<file path="config.mk">
export PLATFORM = sky130hd
export DESIGN_NAME = mem_read_responder
export DESIGN_NICKNAME = d
export VERILOG_FILES = /design/src/rtl/mem_map_pkg.sv /design/src/rtl/mem_read_responder_req_fifo.sv /design/src/rtl/mem_read_responder.sv
export SDC_FILE = /design/constraint.sdc
export NUM_CORES = 1
export LEC_CHECK = 0
export CAP_MARGIN = 30
export CORE_MARGIN = 8
export CORE_UTILIZATION = 63
export CTS_CLUSTER_SIZE = 28
export DETAILED_ROUTE_END_ITERATION = 10
export DONT_BUFFER_PORTS = 1
export HOLD_SLACK_MARGIN = 0.08
export PLACE_DENSITY = 0.81
export SLEW_MARGIN = 25
export SYNTH_ARGS = -nofsm -noshare
export SYNTH_HDL_FRONTEND = slang
export SYNTH_SLANG_ARGS = --single-unit
</file>
<file path="constraint.sdc">
create_clock -name clock -period 5.4 [get_ports clock]
set_input_delay 0.27 -clock clock [delete_from_list [all_inputs] [get_ports clock]]
set_output_delay 0.27 -clock clock [all_outputs]
set_load 0.01 [all_outputs]
</file>
<file path="src/rtl/mem_map_pkg.sv">
// Unified read address map shared by the TOP core and the memory responder:
// the iact/ROM split point, ROM segment boundaries and the address class decode.
package mem_map_pkg;

    localparam int unsigned IACT_DATA_END = 784;
    localparam int          ROM_SEG_N     = 12;
    localparam int unsigned ROM_END       = 39978;

    // Even-indexed ends close weight-address segments, odd-indexed ones weight-data segments.
    localparam logic [0:ROM_SEG_N-1][31:0] ROM_SEG_ENDS = '{
        32'd7,    32'd125,  32'd179,   32'd968,   32'd1022,  32'd1813,
        32'd9973, 32'd29835, 32'd32481, 32'd39093, 32'd39357, 32'd39978
    };

    typedef enum logic [1:0] {
        CLS_IACT    = 2'd0,
        CLS_WADDR   = 2'd1,
        CLS_WDATA   = 2'd2,
        CLS_INVALID = 2'd3
    } mem_class_e;

    typedef enum logic [1:0] {
        ST_IDLE  = 2'd0,
        ST_ISSUE = 2'd1,
        ST_WAIT  = 2'd2
    } rsp_state_e;

    function automatic mem_class_e classify(input logic [31:0] addr, input logic [31:0] iact_end);
        mem_class_e  cls;
        logic [31:0] r;
        logic        found;
        cls   = CLS_INVALID;
        found = 1'b0;
        r     = addr - iact_end;
        if (addr < iact_end) begin
            cls = CLS_IACT;
        end else begin
            for (int i = 0; i < ROM_SEG_N; i++) begin
                if (!found && (r < ROM_SEG_ENDS[i])) begin
                    found = 1'b1;
                    cls   = ((i % 2) == 0) ? CLS_WADDR : CLS_WDATA;
                end
            end
        end
        return cls;
    endfunction

endpackage

</file>
<file path="src/rtl/mem_read_responder_req_fifo.sv">
// Synchronous request FIFO; a push into a full FIFO is accepted when a pop
// happens in the same cycle, so the count stays unchanged.
module req_fifo #(
    parameter int W     = 18,
    parameter int DEPTH = 4
) (
    input  logic         clk_i,
    input  logic         rst_i,
    input  logic         push_i,
    input  logic [W-1:0] wdata_i,
    input  logic         pop_i,
    output logic [W-1:0] rdata_o,
    output logic         full_o,
    output logic         empty_o
);
    localparam int AW = $clog2(DEPTH);

    logic [W-1:0]  mem_q [DEPTH];
    logic [AW-1:0] wr_ptr_q;
    logic [AW-1:0] rd_ptr_q;
    logic [AW:0]   count_q;
    logic          do_push;
    logic          do_pop;

    assign full_o  = (count_q == (AW+1)'(DEPTH));
    assign empty_o = (count_q == '0);
    assign do_pop  = pop_i && !empty_o;
    assign do_push = push_i && (!full_o || do_pop);
    assign rdata_o = mem_q[rd_ptr_q];

    always_ff @(posedge clk_i) begin
        if (rst_i) begin
            wr_ptr_q <= '0;
            rd_ptr_q <= '0;
            count_q  <= '0;
        end else begin
            if (do_push) wr_ptr_q <= wr_ptr_q + AW'(1);
            if (do_pop)  rd_ptr_q <= rd_ptr_q + AW'(1);
            case ({do_push, do_pop})
                2'b10:   count_q <= count_q + (AW+1)'(1);
                2'b01:   count_q <= count_q - (AW+1)'(1);
                default: count_q <= count_q;
            endcase
        end
    end

    // Storage needs no reset: only entries below count_q are ever read out.
    always_ff @(posedge clk_i) begin
        if (do_push) mem_q[wr_ptr_q] <= wdata_i;
    end

endmodule

</file>
<file path="src/rtl/mem_read_responder.sv">
// Memory-side responder: queues unified read requests, fetches each over the
// stallable req/gnt/rvalid bus and returns data in order on typed channels.
module mem_read_responder #(
    parameter int          FIFO_DEPTH    = 4,
    parameter int          ADDR_W        = 16,
    parameter int unsigned IACT_DATA_END = mem_map_pkg::IACT_DATA_END
) (
    input  logic              clock,
    input  logic              reset,
    input  logic              MEM_read_en,
    input  logic [ADDR_W-1:0] MEM_read_addr,
    output logic              MEM_stall,
    output logic              ext_req,
    output logic              ext_sel,
    output logic [ADDR_W-1:0] ext_addr,
    input  logic              ext_gnt,
    input  logic              ext_rvalid,
    input  logic [15:0]       ext_rdata,
    output logic [7:0]        iact_out,
    output logic              iact_out_valid,
    output logic [7:0]        weight_addr_out,
    output logic              weight_addr_out_valid,
    output logic [12:0]       weight_data_out,
    output logic              weight_data_out_valid,
    output logic              overflow_err,
    output logic              range_err
);
    import mem_map_pkg::*;

    localparam int EW = ADDR_W + 2;

    rsp_state_e        state_q, state_d;
    mem_class_e        cls_q, cls_d;
    mem_class_e        push_cls, head_cls;
    logic [ADDR_W-1:0] head_addr;
    logic [EW-1:0]     fifo_rdata;
    logic              fifo_full, fifo_empty, fifo_push, fifo_pop;
    logic              range_hit, drop, rsp_fire;
    logic [7:0]        iact_q, waddr_q;
    logic [12:0]       wdata_q;
    logic              iact_v_q, waddr_v_q, wdata_v_q, ovf_q, rng_q;
    logic              unused_rdata;

    // Class is decoded once at push so the head decision in IDLE is a plain compare.
    assign push_cls  = classify(32'(MEM_read_addr), 32'(IACT_DATA_END));
    assign head_addr = fifo_rdata[EW-1:2];
    assign head_cls  = mem_class_e'(fifo_rdata[1:0]);
    assign fifo_push = MEM_read_en && (!fifo_full || fifo_pop);
    assign drop      = MEM_read_en && fifo_full && !fifo_pop;
    assign MEM_stall = fifo_full;
    assign rsp_fire  = (state_q == ST_WAIT) && ext_rvalid;
    assign unused_rdata = ^ext_rdata[15:13];

    req_fifo #(.W(EW), .DEPTH(FIFO_DEPTH)) u_req_fifo (
        .clk_i   (clock),
        .rst_i   (reset),
        .push_i  (fifo_push),
        .wdata_i ({MEM_read_addr, push_cls}),
        .pop_i   (fifo_pop),
        .rdata_o (fifo_rdata),
        .full_o  (fifo_full),
        .empty_o (fifo_empty)
    );

    always_comb begin
        state_d   = state_q;
        cls_d     = cls_q;
        fifo_pop  = 1'b0;
        range_hit = 1'b0;
        ext_req   = 1'b0;
        case (state_q)
            ST_IDLE: begin
                if (!fifo_empty) begin
                    if (head_cls == CLS_INVALID) begin
                        fifo_pop  = 1'b1;
                        range_hit = 1'b1;
                    end else begin
                        state_d = ST_ISSUE;
                    end
                end
            end
            ST_ISSUE: begin
                ext_req = 1'b1;
                if (ext_gnt) begin
                    fifo_pop = 1'b1;
                    cls_d    = head_cls;
                    state_d  = ST_WAIT;
                end
            end
            ST_WAIT: begin
                if (ext_rvalid) state_d = ST_IDLE;
            end
            default: state_d = ST_IDLE;
        endcase
    end

    // Select and address are forced to zero outside ISSUE so they never show stale heads.
    assign ext_sel  = ext_req && (head_cls != CLS_IACT);
    assign ext_addr = !ext_req ? '0 :
                      (head_cls == CLS_IACT) ? head_addr : head_addr - ADDR_W'(IACT_DATA_END);

    always_ff @(posedge clock) begin
        if (reset) begin
            state_q   <= ST_IDLE;
            cls_q     <= CLS_IACT;
            iact_q    <= '0;
            waddr_q   <= '0;
            wdata_q   <= '0;
            iact_v_q  <= 1'b0;
            waddr_v_q <= 1'b0;
            wdata_v_q <= 1'b0;
            ovf_q     <= 1'b0;
            rng_q     <= 1'b0;
        end else begin
            state_q   <= state_d;
            cls_q     <= cls_d;
            iact_v_q  <= rsp_fire && (cls_q == CLS_IACT);
            waddr_v_q <= rsp_fire && (cls_q == CLS_WADDR);
            wdata_v_q <= rsp_fire && (cls_q == CLS_WDATA);
            if (rsp_fire && (cls_q == CLS_IACT))  iact_q  <= ext_rdata[7:0];
            if (rsp_fire && (cls_q == CLS_WADDR)) waddr_q <= ext_rdata[7:0];
            if (rsp_fire && (cls_q == CLS_WDATA)) wdata_q <= ext_rdata[12:0];
            ovf_q     <= ovf_q | drop;
            rng_q     <= rng_q | range_hit;
        end
    end

    assign iact_out              = iact_q;
    assign iact_out_valid        = iact_v_q;
    assign weight_addr_out       = waddr_q;
    assign weight_addr_out_valid = waddr_v_q;
    assign weight_data_out       = wdata_q;
    assign weight_data_out_valid = wdata_v_q;
    assign overflow_err          = ovf_q;
    assign range_err             = rng_q;

endmodule
</file>
==> impl_metrics.env <==
export IMPL_fp_dieW_um=111.7
export IMPL_grt_use_total_pct=23.44
export IMPL_power_density_mw_per_mm2=418.5
export IMPL_min_period_over_period_pct=68.52
export IMPL_p_int_mw=1.973
export IMPL_syn_inst=507
export IMPL_arrival_ns=4.15
export IMPL_synth_edf_count=72
export IMPL_reg2reg_depth=13
export IMPL_drc=0
export IMPL_p_sw_mw=0.8569
export IMPL_period_needed_ns=3.700
export IMPL_final_setup_viol_count=0
export IMPL_cts_tree="done"
export IMPL_hold_viol=0
export IMPL_yosysWarnings=0
export IMPL_synth_ff_type="edfxtp_1"
export IMPL_critical_path_endpoint_type="flip-flop"
export IMPL_path_depth=13
export IMPL_yosysTopAreaCellShare_pct=37.48
export IMPL_cts_resized_gates=0
export IMPL_dr_pass1_iters=5
export IMPL_area_growth_pct=17.20
export IMPL_swShare_pct=30.28
export IMPL_die_area_sq_mm=0.01248
export IMPL_layout_setup_ws_ns=1.700
export IMPL_ff_latch_area_sq_mm=0.003103
export IMPL_drv_cap=0
export IMPL_ys_ff_latch=119
export IMPL_diodes=0
export IMPL_path_cells="buf_4 > mux4_2 > nand3b_1 > a21oi_1 > nand2b_1 > and2_1 > inv_1 > ha_1 > inv_1 > fa_1 > xor2_1 > or3_1 > a21oi_1"
export IMPL_seq_power_share_pct=38.7
export IMPL_postCtsSetupRepairBufs=0
export IMPL_slew_limit_headroom_pct=35.34
export IMPL_synth_top_cell_by_area="edfxtp_1"
export IMPL_rows=35
export IMPL_post_drt_wl_per_cell_um=22.06
export IMPL_grt_setup_unrepaired="no"
export IMPL_initial_core_util_pct=63.64
export IMPL_final_common_cell="edfxtp_1"
export IMPL_clock_sinks=119
export IMPL_pre_cts_slack_ns=1.992
export IMPL_clkPwrFrac_pct=38.1
export IMPL_async_flop_share_pct=0
export IMPL_setup_tns_ns=0
export IMPL_hold_path_class="input port to flip-flop"
export IMPL_drive_gt1_share_pct=11.37
export IMPL_cts_root_buffer="clkbuf_8"
export IMPL_antenna_found_initial=0
export IMPL_layout_common_cells="edfxtp_1 (72), nor2_1 (61), dfxtp_1 (47), nand2_1 (43), a21oi_1 (39)"
export IMPL_worstSetupPathType="flip-flop to flip-flop"
export IMPL_core_area_sq_mm=0.009065
export IMPL_drt_initial_drc_count=484
export IMPL_final_cell_count_no_fill=665
export IMPL_p_comb_share_pct=23.2
export IMPL_slowest_delay_ns=0.65
export IMPL_crit_slowest_cell="mux4_2"
export IMPL_ys_seq_area_share_pct=53.78
export IMPL_slew_viol_final=0
export IMPL_grt_pass1_vias=4276
export IMPL_postRouteAntennaNets=0
export IMPL_gp_congestion=0.9018
export IMPL_wirelength_um=14670
export IMPL_globalRouteOverflowTotal=0
export IMPL_post_drt_via_cell_ratio=6.460
export IMPL_cp_max_fo=18
export IMPL_holdWs_ns=0.2531
export IMPL_avgSynthCellArea_sq_um=11.38
export IMPL_worst_pin_slew_ns=0.9699
export IMPL_num_vias=4296
export IMPL_clock_fmax_mhz=270.3
export IMPL_ys_types=64
export IMPL_io_buffers=0
export IMPL_multi_input_area_sq_mm=0.002490
export IMPL_clk_pin_slew_ns=0.06
export IMPL_cts_path_max_buffers=2
export IMPL_fp_dieH_um=111.7
export IMPL_power_leakage_nw=2.379
export IMPL_yosys_top_cells_area="edfxtp_1 (37%), dfxtp_1 (16%), mux4_2 (7.0%)"
export IMPL_worstPathRequired_ns=5.85
export IMPL_synth_fp_nets=556
export IMPL_crit_family="simple AND/OR/NAND/NOR gates"
export IMPL_fin_nets=590
export IMPL_holdPathStages=2
export IMPL_start_kind="flip-flop"
export IMPL_clk_latency_ns=0.52
export IMPL_io_pins=90
export IMPL_ir_drop_v=0.0002052
export IMPL_syn_area_sq_mm=0.005769
export IMPL_fin_total_pwr_mw=2.830
export IMPL_htreeDepth=4
export IMPL_cts_buffers=17
export IMPL_status="finished, final reports clean"
export IMPL_grt_pass1_wl_um=22740
export IMPL_place_inst=596
export IMPL_dp_hpwl_um=8751
export IMPL_fillers=557
export IMPL_critPathBufInv=3
export IMPL_finalClockSkew_ns=0.01456
export IMPL_grt_max_degree=47
flip-flops by register name, indices dropped and copies added (netlist names), named ones only:
name and count:
u_req_fifo.count_q 3, cls_q 2, weight_addr_out 8, iact_out 8, overflow_err 1, weight_data_out_valid 1
range_err 1, iact_out_valid 1, u_req_fifo.mem_q 72, u_req_fifo.rd_ptr_q 2, u_req_fifo.wr_ptr_q 2, state_q 2
weight_data_out 13, weight_addr_out_valid 1
cells in the mapped netlist, types with 4 or more instances:
cell / count
or3_1: 7
mux4_2: 18
clkbuf_1: 13
xnor2_1: 15
buf_2: 7
and2_1: 7
nand3b_1: 4
o21ai_0: 9
nand2b_1: 10
nor4_1: 5
and3_1: 8
xor2_1: 10
a21oi_1: 39
a31oi_1: 4
nand2_1: 43
nand3_1: 9
dfxtp_1: 47
nor2_1: 61
inv_1: 16
mux2i_1: 16
edfxtp_1: 72
ha_1: 11
nor3_1: 10
stage by stage:
| stage | util, % | cell area [sq um] |
|---|---|---|
| 5_1_grt | 74.59 | 6761 |
| 3_5_place_dp | 64.00 | 5802 |
| 4_1_cts | 74.53 | 6756 |
| 3_3_place_gp | 64.00 | 5802 |
| 2_1_floorplan | - | 5769 |
| 6_report | 74.59 | 6761 |
final cells by class:
type                    instances  area share, %
flip-flops and latches        119          45.89
clock inverters                13          1.943
repair buffers                 39          5.848
multi-input cells             348          36.82
clock buffers                  19          6.551
inverters                      16         0.8882
well taps                     111          2.054
worst reg2reg max path, stage by stage, from the launching register on:
cell and delay [ns]:
dfxtp_1 0.31, buf_4 0.35, mux4_2 0.66, nand3b_1 0.17
a21oi_1 0.12, nand2b_1 0.28, and2_1 0.26, inv_1 0.08
ha_1 0.21, inv_1 0.08, fa_1 0.43, xor2_1 0.19
or3_1 0.34, a21oi_1 0.17
kinds of logic after synthesis:
kind of cell / count (synthesis) / share of synthesized area (%)
fa+ha+maj: 12 / 2.733
xor+xnor: 25 / 3.795
flops: 119 / 53.78
simple gates: 187 / 16.68
buf+inv: 40 / 3.145
mux: 34 / 9.803
compound gates: 90 / 10.06
per-layer routing:
metal | global-route usage (%) | part of all wire [%]
met5 | 0 | 0
met4 | 12.22 | 3.5
met3 | 6.710 | 7.4
met2 | 40.11 | 52
met1 | 26.05 | 38
path summary, 6_finish.rpt:
path                                          from                     end  slack, ns
worst min-delay path             MEM_read_addr[15]  u_req_fifo.mem_q[0][1]       0.25
worst max-delay path                     flip-flop   u_req_fifo.count_q[2]       1.70
worst min register to register  weight_data_out[0]      weight_data_out[0]       0.52
worst max register to register           flip-flop   u_req_fifo.count_q[2]       1.70
timing repair:
item                                    CTS  global route
hold buffers                             37             0
endpoints found under the hold margin   111             0
endpoints found under the setup margin    0             0
power by group through the flow:
stage / Clock [mW] / Combinational [mW] / Sequential (mW)
floorplan: 0 / 0.512 / 1.09
global route: 1.12 / 0.712 / 1.10
global placement: 0 / 0.577 / 1.10
CTS: 1.08 / 0.646 / 1.09
detailed placement: 0 / 0.593 / 1.11
finish: 1.08 / 0.655 / 1.10
Power figures use the tool's default switching activity.
